===== src/rtl/spi_frame_serializer_if.sv =====
// Word-input and serial-output bundle for one TX channel of the 4-wire serial link.
// The reader/bench side uses master; the serializer uses slave.
interface spi_frame_serializer_if #(
    parameter int WORD_W = 16
);
    logic [WORD_W-1:0] data;
    logic              ena;
    logic              last;
    logic              busy;
    logic              overflow;
    logic              idle;
    logic              tx_data;
    logic              tx_load;
    logic              tx_stop;

    modport master (
        output data, ena, last,
        input  busy, overflow, idle, tx_data, tx_load, tx_stop
    );

    modport slave (
        input  data, ena, last,
        output busy, overflow, idle, tx_data, tx_load, tx_stop
    );
endinterface


===== src/rtl/spi_frame_serializer.sv =====
// Buffers {last, data} words from the slave-FIFO reader and shifts them out MSB first.
// It flags the bit-0 cycle of each word on tx_load and the end of a message on tx_stop.
//
//  state   | meaning
//  S_IDLE  | nothing in flight, pop the next word as soon as one is buffered
//  S_SHIFT | driving one word onto tx_data, bitcnt = index of the bit on the line
//  S_STOP  | one-cycle tx_stop pulse after the final word of a message
//  S_GAP   | quiet inter-word gap, gapcnt counts down to the last gap cycle
module spi_frame_serializer #(
    parameter int WORD_W     = 16,
    parameter int FIFO_DEPTH = 16,
    parameter int GAP_CYCLES = 2
) (
    input  logic                  clk,
    input  logic                  rst,
    spi_frame_serializer_if.slave bus
);
    localparam int AW = $clog2(FIFO_DEPTH);
    localparam int CW = AW + 1;
    localparam int BW = $clog2(WORD_W);
    localparam logic [CW-1:0] DEPTH_C   = CW'(FIFO_DEPTH);
    localparam logic [CW-1:0] BUSY_TH_C = CW'(FIFO_DEPTH - 1);

    typedef enum logic [1:0] {S_IDLE, S_SHIFT, S_STOP, S_GAP} state_t;

    logic [WORD_W:0]   mem [FIFO_DEPTH];
    logic [AW-1:0]     rd_ptr;
    logic [AW-1:0]     wr_ptr;
    logic [CW-1:0]     count;
    logic [CW-1:0]     count_next;
    logic              busy_r;
    logic              overflow_r;

    state_t            state;
    logic [WORD_W-1:0] shifter;
    logic [BW-1:0]     bitcnt;
    logic [3:0]        gapcnt;
    logic              cur_last;
    logic              tx_data_r;
    logic              tx_load_r;
    logic              tx_stop_r;

    logic [WORD_W:0]   head;
    logic              push_ok;
    logic              word_end;
    logic              to_idle;
    logic              pop;

    assign head    = mem[rd_ptr];
    assign push_ok = bus.ena && (count < DEPTH_C);

    // Every state that finishes its work falls through to the idle decision on the
    // same edge, so a buffered word starts without losing a cycle.
    always_comb begin
        word_end = (state == S_SHIFT) && (bitcnt == '0);
        to_idle  = (state == S_IDLE)
                || (word_end && !cur_last && (GAP_CYCLES == 0))
                || ((state == S_STOP) && (GAP_CYCLES == 0))
                || ((state == S_GAP) && (gapcnt == 4'd0));
        pop      = to_idle && (count != '0);
    end

    always_comb begin
        count_next = count;
        if (push_ok && !pop) begin
            count_next = count + CW'(1);
        end else if (!push_ok && pop) begin
            count_next = count - CW'(1);
        end
    end

    always_ff @(posedge clk) begin
        if (push_ok) begin
            mem[wr_ptr] <= {bus.last, bus.data};
        end
    end

    always_ff @(posedge clk) begin
        if (rst) begin
            rd_ptr     <= '0;
            wr_ptr     <= '0;
            count      <= '0;
            busy_r     <= 1'b0;
            overflow_r <= 1'b0;
        end else begin
            if (push_ok) begin
                wr_ptr <= wr_ptr + AW'(1);
            end
            if (pop) begin
                rd_ptr <= rd_ptr + AW'(1);
            end
            count  <= count_next;
            busy_r <= (count_next >= BUSY_TH_C);
            if (bus.ena && !push_ok) begin
                overflow_r <= 1'b1;
            end
        end
    end

    always_ff @(posedge clk) begin
        if (rst) begin
            state     <= S_IDLE;
            shifter   <= '0;
            bitcnt    <= '0;
            gapcnt    <= '0;
            cur_last  <= 1'b0;
            tx_data_r <= 1'b0;
            tx_load_r <= 1'b0;
            tx_stop_r <= 1'b0;
        end else begin
            tx_data_r <= 1'b0;
            tx_load_r <= 1'b0;
            tx_stop_r <= 1'b0;
            if (pop) begin
                state     <= S_SHIFT;
                tx_data_r <= head[WORD_W-1];
                shifter   <= {head[WORD_W-2:0], 1'b0};
                cur_last  <= head[WORD_W];
                bitcnt    <= BW'(WORD_W - 1);
            end else if (to_idle) begin
                state <= S_IDLE;
            end else begin
                case (state)
                    S_SHIFT: begin
                        if (!word_end) begin
                            tx_data_r <= shifter[WORD_W-1];
                            shifter   <= {shifter[WORD_W-2:0], 1'b0};
                            bitcnt    <= bitcnt - BW'(1);
                            tx_load_r <= (bitcnt == BW'(1));
                        end else if (cur_last) begin
                            state     <= S_STOP;
                            tx_stop_r <= 1'b1;
                        end else begin
                            state  <= S_GAP;
                            gapcnt <= 4'(GAP_CYCLES - 1);
                        end
                    end
                    S_STOP: begin
                        state  <= S_GAP;
                        gapcnt <= 4'(GAP_CYCLES - 1);
                    end
                    S_GAP: begin
                        gapcnt <= gapcnt - 4'd1;
                    end
                    default: begin
                        state <= S_IDLE;
                    end
                endcase
            end
        end
    end

    assign bus.busy     = busy_r;
    assign bus.overflow = overflow_r;
    assign bus.idle     = (count == '0) && (state == S_IDLE);
    assign bus.tx_data  = tx_data_r;
    assign bus.tx_load  = tx_load_r;
    assign bus.tx_stop  = tx_stop_r;
endmodule


===== src/flat_wrapper.sv =====
// flat-port wrapper written by rule: the top's interface ports become plain ports
module spi_frame_serializer_flat 
#(
    parameter int WORD_W     = 16,
    parameter int FIFO_DEPTH = 16,
    parameter int GAP_CYCLES = 2
)
  (clk, rst, bus_data, bus_ena, bus_last, bus_busy, bus_overflow, bus_idle, bus_tx_data, bus_tx_load, bus_tx_stop);
  spi_frame_serializer_if #(.WORD_W(WORD_W)) bus_i ();
  input  logic clk;
  input  logic rst;
  input wire logic [$bits(bus_i.data)-1:0] bus_data;
  input wire logic [$bits(bus_i.ena)-1:0] bus_ena;
  input wire logic [$bits(bus_i.last)-1:0] bus_last;
  output wire logic [$bits(bus_i.busy)-1:0] bus_busy;
  output wire logic [$bits(bus_i.overflow)-1:0] bus_overflow;
  output wire logic [$bits(bus_i.idle)-1:0] bus_idle;
  output wire logic [$bits(bus_i.tx_data)-1:0] bus_tx_data;
  output wire logic [$bits(bus_i.tx_load)-1:0] bus_tx_load;
  output wire logic [$bits(bus_i.tx_stop)-1:0] bus_tx_stop;
  assign bus_i.data = bus_data;
  assign bus_i.ena = bus_ena;
  assign bus_i.last = bus_last;
  assign bus_busy = bus_i.busy;
  assign bus_overflow = bus_i.overflow;
  assign bus_idle = bus_i.idle;
  assign bus_tx_data = bus_i.tx_data;
  assign bus_tx_load = bus_i.tx_load;
  assign bus_tx_stop = bus_i.tx_stop;
  spi_frame_serializer #(.WORD_W(WORD_W), .FIFO_DEPTH(FIFO_DEPTH), .GAP_CYCLES(GAP_CYCLES)) u_core (.clk(clk), .rst(rst), .bus(bus_i));
endmodule

===== config.mk =====
export PLATFORM = sky130hd
export DESIGN_NAME = spi_frame_serializer_flat
export DESIGN_NICKNAME = d
export VERILOG_FILES = /design/src/rtl/spi_frame_serializer_if.sv /design/src/rtl/spi_frame_serializer.sv /design/src/flat_wrapper.sv
export SDC_FILE = /design/constraint.sdc
export NUM_CORES = 1
export LEC_CHECK = 0
export CAP_MARGIN = 20
export CORE_AREA = 4 4 229 231
export CTS_CLUSTER_DIAMETER = 40
export DETAILED_ROUTE_END_ITERATION = 7
export DIE_AREA = 0 0 233 235
export PLACE_DENSITY = 0.5
export SYNTH_ARGS = -nofsm -noshare
export SYNTH_HDL_FRONTEND = slang
export SYNTH_SLANG_ARGS = --single-unit

===== constraint.sdc =====
create_clock -name clk -period 2.5 [get_ports clk]
set_input_delay 0.5 -clock clk [delete_from_list [all_inputs] [get_ports clk]]
set_output_delay 0.5 -clock clk [all_outputs]
set_load 0.01 [all_outputs]

==> flow_metrics.tcl, run 1 <==
set metrics [dict create \
    finalCritPeriodShare 0.914 \
    grt_busiest_layer "met1" \
    routed_via_density 4.38 \
    die_area_um2 54800 \
    required_ns 2.00 \
    met2_usage 0.149 \
    num-fill-cells 4868 \
    ant_nets 0 \
    synthDistinctLibCells 50 \
    drive_gt1_frac 0.253 \
    ys_ff_latch 320 \
    grt_util_met3 0.0223 \
    syn_area_per_cell_um2 19.0 \
    fp.dieW_um 233 \
    regArea_um2 9130 \
    worst-setup-path-type "flip-flop to output port" \
    ctsHoldBuffers 0 \
    grt_pass1_vias 6631 \
    power.total_w 0.0155 \
    power_density_nw_per_um2 992 \
    setup.worst_path.end_class "output port" \
    pin_count 26 \
    startpoint "u_core.count[1]$_SDFF_PP0_" \
    cts_max_level 2 \
    cp_slowest_stage_delay_ns 0.36 \
    grt_pass1_wl_um 42200 \
    cts_num_sinks 320 \
    fin_skew_ns 0.0237 \
    reg2regPathDepth 5 \
    start_util 0.249 \
    ys.flop_type "edfxtp_1" \
    grt.overflow.total 0 \
    coreArea_um2 50100 \
    cp-start-kind "flip-flop" \
    grt_max_degree 37 \
    arrival_ns 1.78 \
    antennaDiodeCount 0 \
    path_cells "inv_1 -> ha_1 -> nand2_1 -> nor3_2 -> dlygate4sd2_1" \
    place_hpwl_um 18100 \
    syn_area_um2 12500 \
    post_dp_cell_area_um2 14000 \
    syn_nets 692 \
    multi_input_area_um2 3150 \
    worstMarginPinSlew_ns 0.715 \
    yosysSeqAreaShare 0.731 \
    place_congestion 0.723 \
    finalHoldViolCount 0 \
    met1_usage 0.151 \
    netlist_instances 657 \
    yosys_warnings 0 \
    fmax_mhz 438 \
    design_area_um2 15600 \
    timing.slew.headroom 0.522 \
    final_cell_mix "272 x edfxtp_1, 62 x mux4_2, 48 x clkbuf_16, 46 x dfxtp_1, 27 x buf_4" \
    path_clk_slew_ns 0.05 \
    area_growth_pct 25.2 \
    rsz0062_at_grt "false" \
    maxCapViolations 0 \
    rows 82 \
    min_path_type "input port to flip-flop" \
    reg2reg_slack_ns 0.23 \
    port_buffers 25 \
    cts_root_buf "clkbuf_16" \
    leakagePower_nw 4.96 \
    clock_path_buffers 3 \
    setup_viol_count_final 0 \
    first_pass_iters 4 \
    die_h_um 235 \
    setup-tns-final_ns 0 \
    drtIter0Drc 557 \
    fin_crit_ns 2.28 \
    worst_path_max_delay_cell "dfxtp_1" \
    rr_endpoint "u_core.shifter[14]$_SDFFE_PP0P_" \
    drc 0 \
    layout_commonest_cell "edfxtp_1" \
    grt_usage 0.101 \
    status "completed" \
    slew_viol_final 0 \
    endpoint "bus_idle" \
    antenna_found_initial 0 \
    dr_total_vias 6385 \
    routedWlPerCell_um 19.0 \
    numCtsBuffers 48 \
    routed_wl_um 27700 \
    synth-edff-count 272 \
    fin_nets 783 \
    irDropWorstVdd_v 0.000436 \
    fin_util 0.312 \
    insertion_delay_ns 0.55 \
    cts_tree "yes" \
    cp_max_fo 7 \
    async_flop_share 0 \
]
[cells by family (layout without fill, tap and decap cells)]
| kind of cell | count (synthesis) | after routing | share of synthesized area |
|---|---|---|---|
| buf+inv | 44 | 174 | 0.0166 |
| fa+ha+maj | 15 | 15 | 0.0150 |
| mux | 79 | 79 | 0.137 |
| flops | 320 | 320 | 0.731 |
| compound gates | 88 | 88 | 0.0495 |
| simple gates | 100 | 100 | 0.0423 |
| xor+xnor | 11 | 11 | 0.00772 |
[layer usage]
metal / share of wire / vias up
li1: - / 2892
met5: 0 / -
met2: 0.45 / 130
met4: 0.014 / 0
met1: 0.49 / 3330
met3: 0.044 / 33
[report_power, final]
part | switching (W) | internal [W] | total (W) | leakage (nW)
registers | 0.000180 | 0.00605 | 0.00623 | 2.85
logic | 0.00149 | 0.00136 | 0.00285 | 1.34
clock network | 0.00251 | 0.00391 | 0.00643 | 0.774
total | 0.00418 | 0.0113 | 0.0155 | 4.96
[how the worst min path moves through the flow]
stage / from / end / slack, ns / cells after the start
6_report: rst / u_core.bus.overflow$_SDFFE_PP0P_ / 0.44 / 3
5_1_grt: rst / u_core.count[0]$_SDFF_PP0_ / 0.45 / 3
4_1_cts: rst / u_core.state[0]$_SDFFE_PP0P_ / 0.41 / 3
3_5_place_dp: u_core.bus.overflow$_SDFFE_PP0P_ / u_core.bus.overflow$_SDFFE_PP0P_ / 0.46 / 2
3_3_place_gp: u_core.bus.overflow$_SDFFE_PP0P_ / u_core.bus.overflow$_SDFFE_PP0P_ / 0.46 / 2
2_1_floorplan: u_core.cur_last$_SDFFE_PP0N_ / u_core.bus.tx_stop$_SDFF_PP0_ / 0.44 / 2
[synthesized netlist by cell type (all sizes together), types with 3 or more instances]
| cell | number | share of area |
|---|---|---|
| o22ai | 12 | 0.0060 |
| nor2b | 6 | 0.0030 |
| dfxtp | 48 | 0.077 |
| and2 | 18 | 0.0090 |
| xnor2 | 4 | 0.0028 |
| nand2b | 3 | 0.0015 |
| inv | 11 | 0.0033 |
| mux2i | 6 | 0.0048 |
| nor3 | 6 | 0.0024 |
| xor2 | 7 | 0.0049 |
| nand4 | 5 | 0.0025 |
| clkbuf | 15 | 0.0045 |
| nand2 | 23 | 0.0069 |
| edfxtp | 272 | 0.65 |
| ha | 15 | 0.015 |
| a22oi | 13 | 0.0082 |
| a221oi | 12 | 0.0084 |
| a22o | 12 | 0.0084 |
| a211oi | 5 | 0.0030 |
| o21ai | 10 | 0.0040 |
| nor2 | 22 | 0.0066 |
| buf | 18 | 0.0088 |
| mux4 | 71 | 0.13 |
| a21oi | 17 | 0.0068 |
[layout make-up]
class,instances,area share
Sequential cell,320,0.584
Clock inverter,40,0.0243
Inverter,11,0.00264
Timing Repair Buffer,74,0.0562
Tap cell,672,0.0538
Clock buffer,49,0.0771
Multi-Input combinational cell,293,0.202
[stage by stage]
step           instances  setup slack (ns)  hold slack (ns)
2_1_floorplan        657             0.415            0.439
3_3_place_gp        1369            0.0752            0.459
3_5_place_dp        1370            0.0987            0.460
4_1_cts             1459             0.180            0.411
5_1_grt             1459            0.0595            0.449
6_report            1459             0.215            0.437
[worst max-delay path: cells and delay by family (launching register included)]
kind / cells / cell delay (ns)
fa+ha+maj: 1 / 0.21
flops: 1 / 0.36
buf+inv: 2 / 0.38
simple gates: 2 / 0.28
[registers in the layout, summed over array words and instances (netlist names), 2 cells and up, named ones only]
register / count
u_core.wr_ptr: 4
u_core.bitcnt: 4
u_core.mem: 272
u_core.gapcnt: 4
u_core.shifter: 15
u_core.count: 5
u_core.state: 2
u_core.rd_ptr: 4
[repair_timing]
action | CTS | global route
endpoints found under the setup margin | 1 | 0
buffers inserted | 0 | 0
gates resized for setup | 2 | 0
Note: power is estimated with default switching activity, not from simulation.
==> run 2: changes to the inputs <==
- CORE_AREA: 4 4 229 231 -> 4 4 205 257
- DIE_AREA: 0 0 233 235 -> 0 0 209 261
- TNS_END_PERCENT: unset -> 5
==> run 2 against run 1 <==
  * Flip-flop and latch count unchanged
  * Clock-buffer cell count decreased by 2
  * Die area decreased by 0.38%
  * Critical path type unchanged
  * Power decreased by 6.2%
  * Sequential share of layout area increased by 1.6 points
  * Wire length decreased by 2.1%
  * First-iteration DRC count decreased by 31%
  * Worst hold slack improved by 0.035 ns
  * Register-to-register slack improved by 0.04 ns
  * Largest cell class unchanged
  * Global-route usage decreased by 0.21 points
  * Via count decreased by 3.1%
==> flow_metrics.tcl, run 2 (same netlist as run 1, synthesis figures left out) <==
set metrics [dict create \
    status "completed" \
    finalHoldViolCount 0 \
    fin_skew_ns 0.0139 \
    cts_max_level 2 \
    antenna_found_initial 0 \
    grt_pass1_wl_um 41000 \
    regMostFlops "u_core.mem" \
    p_clk_frac 0.378 \
    first_pass_iters 4 \
    cts_num_sinks 320 \
    worstMarginPinSlew_ns 1.07 \
    place_hpwl_um 17200 \
    grt_max_degree 59 \
    grt_usage 0.0990 \
    ant_nets 0 \
    timing.slew.headroom 0.285 \
    slew_viol_final 0 \
    grt.overflow.total 0 \
    die_h_um 261 \
    setup_viol_count_final 0 \
    maxCapViolations 0 \
    arrival_ns 1.75 \
    coreArea_um2 50200 \
    fp.dieW_um 209 \
    internal_power_w 0.0106 \
    routedWlPerCell_um 19.2 \
    drtIter0Drc 385 \
    min_path_type "flip-flop to flip-flop" \
    pin_count 26 \
    setup-tns-final_ns 0 \
    finalCritPeriodShare 0.899 \
    combPwrFrac 0.191 \
    cp-start-kind "flip-flop" \
    rsz0062_at_grt "false" \
    routed_wl_um 27100 \
    path_clk_slew_ns 0.06 \
    drc 0 \
    cts_tree "yes" \
    p_switching_w 0.00390 \
    post_dp_cell_area_um2 13900 \
    irDropWorstVdd_v 0.000436 \
    power_switching_share 0.268 \
    ctsHoldBuffers 0 \
    leakagePower_nw 4.75 \
    area_growth_pct 21.8 \
    largest_register_ffs 272 \
    grt_pass1_vias 6502 \
    final_cell_mix "272 x edfxtp_1, 62 x mux4_2, 46 x dfxtp_1, 41 x clkbuf_16" \
    fin_crit_ns 2.25 \
    layout_commonest_cell "edfxtp_1" \
    power_frac_seq 0.430 \
    dr_total_vias 6189 \
    num-fill-cells 4943 \
    port_buffers 25 \
    fin_nets 763 \
    cp_max_fo 7 \
    die_area_um2 54500 \
    hold_ws_ns 0.472 \
    start_util 0.249 \
    place_congestion 0.707 \
    setup.worst_path.end_class "output port" \
    fmax_mhz 445 \
    design_area_um2 15200 \
    rows 92 \
    required_ns 2.00 \
    numCtsBuffers 39 \
    routed_via_density 4.37 \
    power_density_nw_per_um2 957 \
    clock_path_buffers 3 \
    drive_gt1_frac 0.223 \
    cts_root_buf "clkbuf_16" \
    worst-setup-path-type "flip-flop to output port" \
    antennaDiodeCount 0 \
    insertion_delay_ns 0.53 \
    biggestRegsByFlops "u_core.mem: 272 flops, u_core.shifter: 15 flops, u_core.count: 5 flops" \
]
==> run 2: cell types whose count changed in the layout (fill, tap and decap cells not counted) <==
cell and delta:
clkbuf_1 +5, clkinv_4 +2, inv_6 -5, clkinv_8 -4, buf_12 -1, clkbuf_16 -7
buf_4 -9, clkinv_1 -4, bufinv_16 -1, buf_6 -1, clkinv_2 -4
==> run 2: cell type report <==
type	count	area (µm²)	area share
repair buffers	63	779	0.0513
clock inverters	24	224	0.0147
flip-flops and latches	320	9130	0.601
well taps	658	823	0.0542
multi-input cells	293	3150	0.207
inverters	11	41.3	0.00272
clock buffers	47	1050	0.0690
==> run 2: layer usage <==
| metal | track usage | wire length (µm) | vias up |
|---|---|---|---|
| met5 | 0 | 0 | - |
| met1 | 0.123 | 11400 | 3202 |
| li1 | - | - | 2836 |
| met3 | 0.0156 | 1120 | 40 |
| met4 | 0.0316 | 587 | 0 |
| met2 | 0.177 | 14000 | 111 |
==> run 2: critical path, stage by stage, from the launching register on <==
cell and delay (ns):
dfxtp_1 0.36, inv_1 0.08, ha_1 0.20, nand2_1 0.09, nor3_2 0.18, dlygate4sd2_1 0.30
==> run 2: timing repair <==
| action | CTS | global route |
|---|---|---|
| endpoints found under the hold margin | 0 | 0 |
| setup buffers | 0 | 0 |
| endpoints found under the setup margin | 1 | 0 |
| gates resized for setup | 2 | 0 |
==> run 2: final timing paths <==
check,start,to,slack [ns],cells past startpoint
worst max-delay path,u_core.count[1]$_SDFF_PP0_,bus_idle,0.25,5
worst min-delay path,u_core.cur_last$_SDFFE_PP0N_,u_core.bus.tx_stop$_SDFF_PP0_,0.47,2
worst max register to register,flip-flop,u_core.shifter[14]$_SDFFE_PP0P_,0.27,5
worst min register to register,u_core.cur_last$_SDFFE_PP0N_,u_core.bus.tx_stop$_SDFF_PP0_,0.47,2
==> run 2: power groups by stage <==
| stage | clock network (W) | logic [W] | registers [W] |
|---|---|---|---|
| 2_1_floorplan | 0 | 0.00200 | 0.00627 |
| 3_3_place_gp | 0 | 0.00284 | 0.00637 |
| 3_5_place_dp | 0 | 0.00286 | 0.00637 |
| 4_1_cts | 0.00565 | 0.00287 | 0.00626 |
| 5_1_grt | 0.00588 | 0.00308 | 0.00629 |
| 6_report | 0.00550 | 0.00278 | 0.00625 |
==> run 2: stage by stage <==
| step | total power (W) | std cells | util | setup WS (ns) |
|---|---|---|---|---|
| finish | 0.0145 | 1416 | 0.303 | 0.253 |
| global route | 0.0152 | 1416 | 0.303 | 0.0826 |
| CTS | 0.0148 | 1415 | 0.303 | 0.185 |
| detailed placement | 0.00923 | 1344 | 0.277 | 0.130 |
| global placement | 0.00921 | 1344 | 0.277 | 0.110 |
| floorplan | 0.00828 | 657 | - | 0.415 |
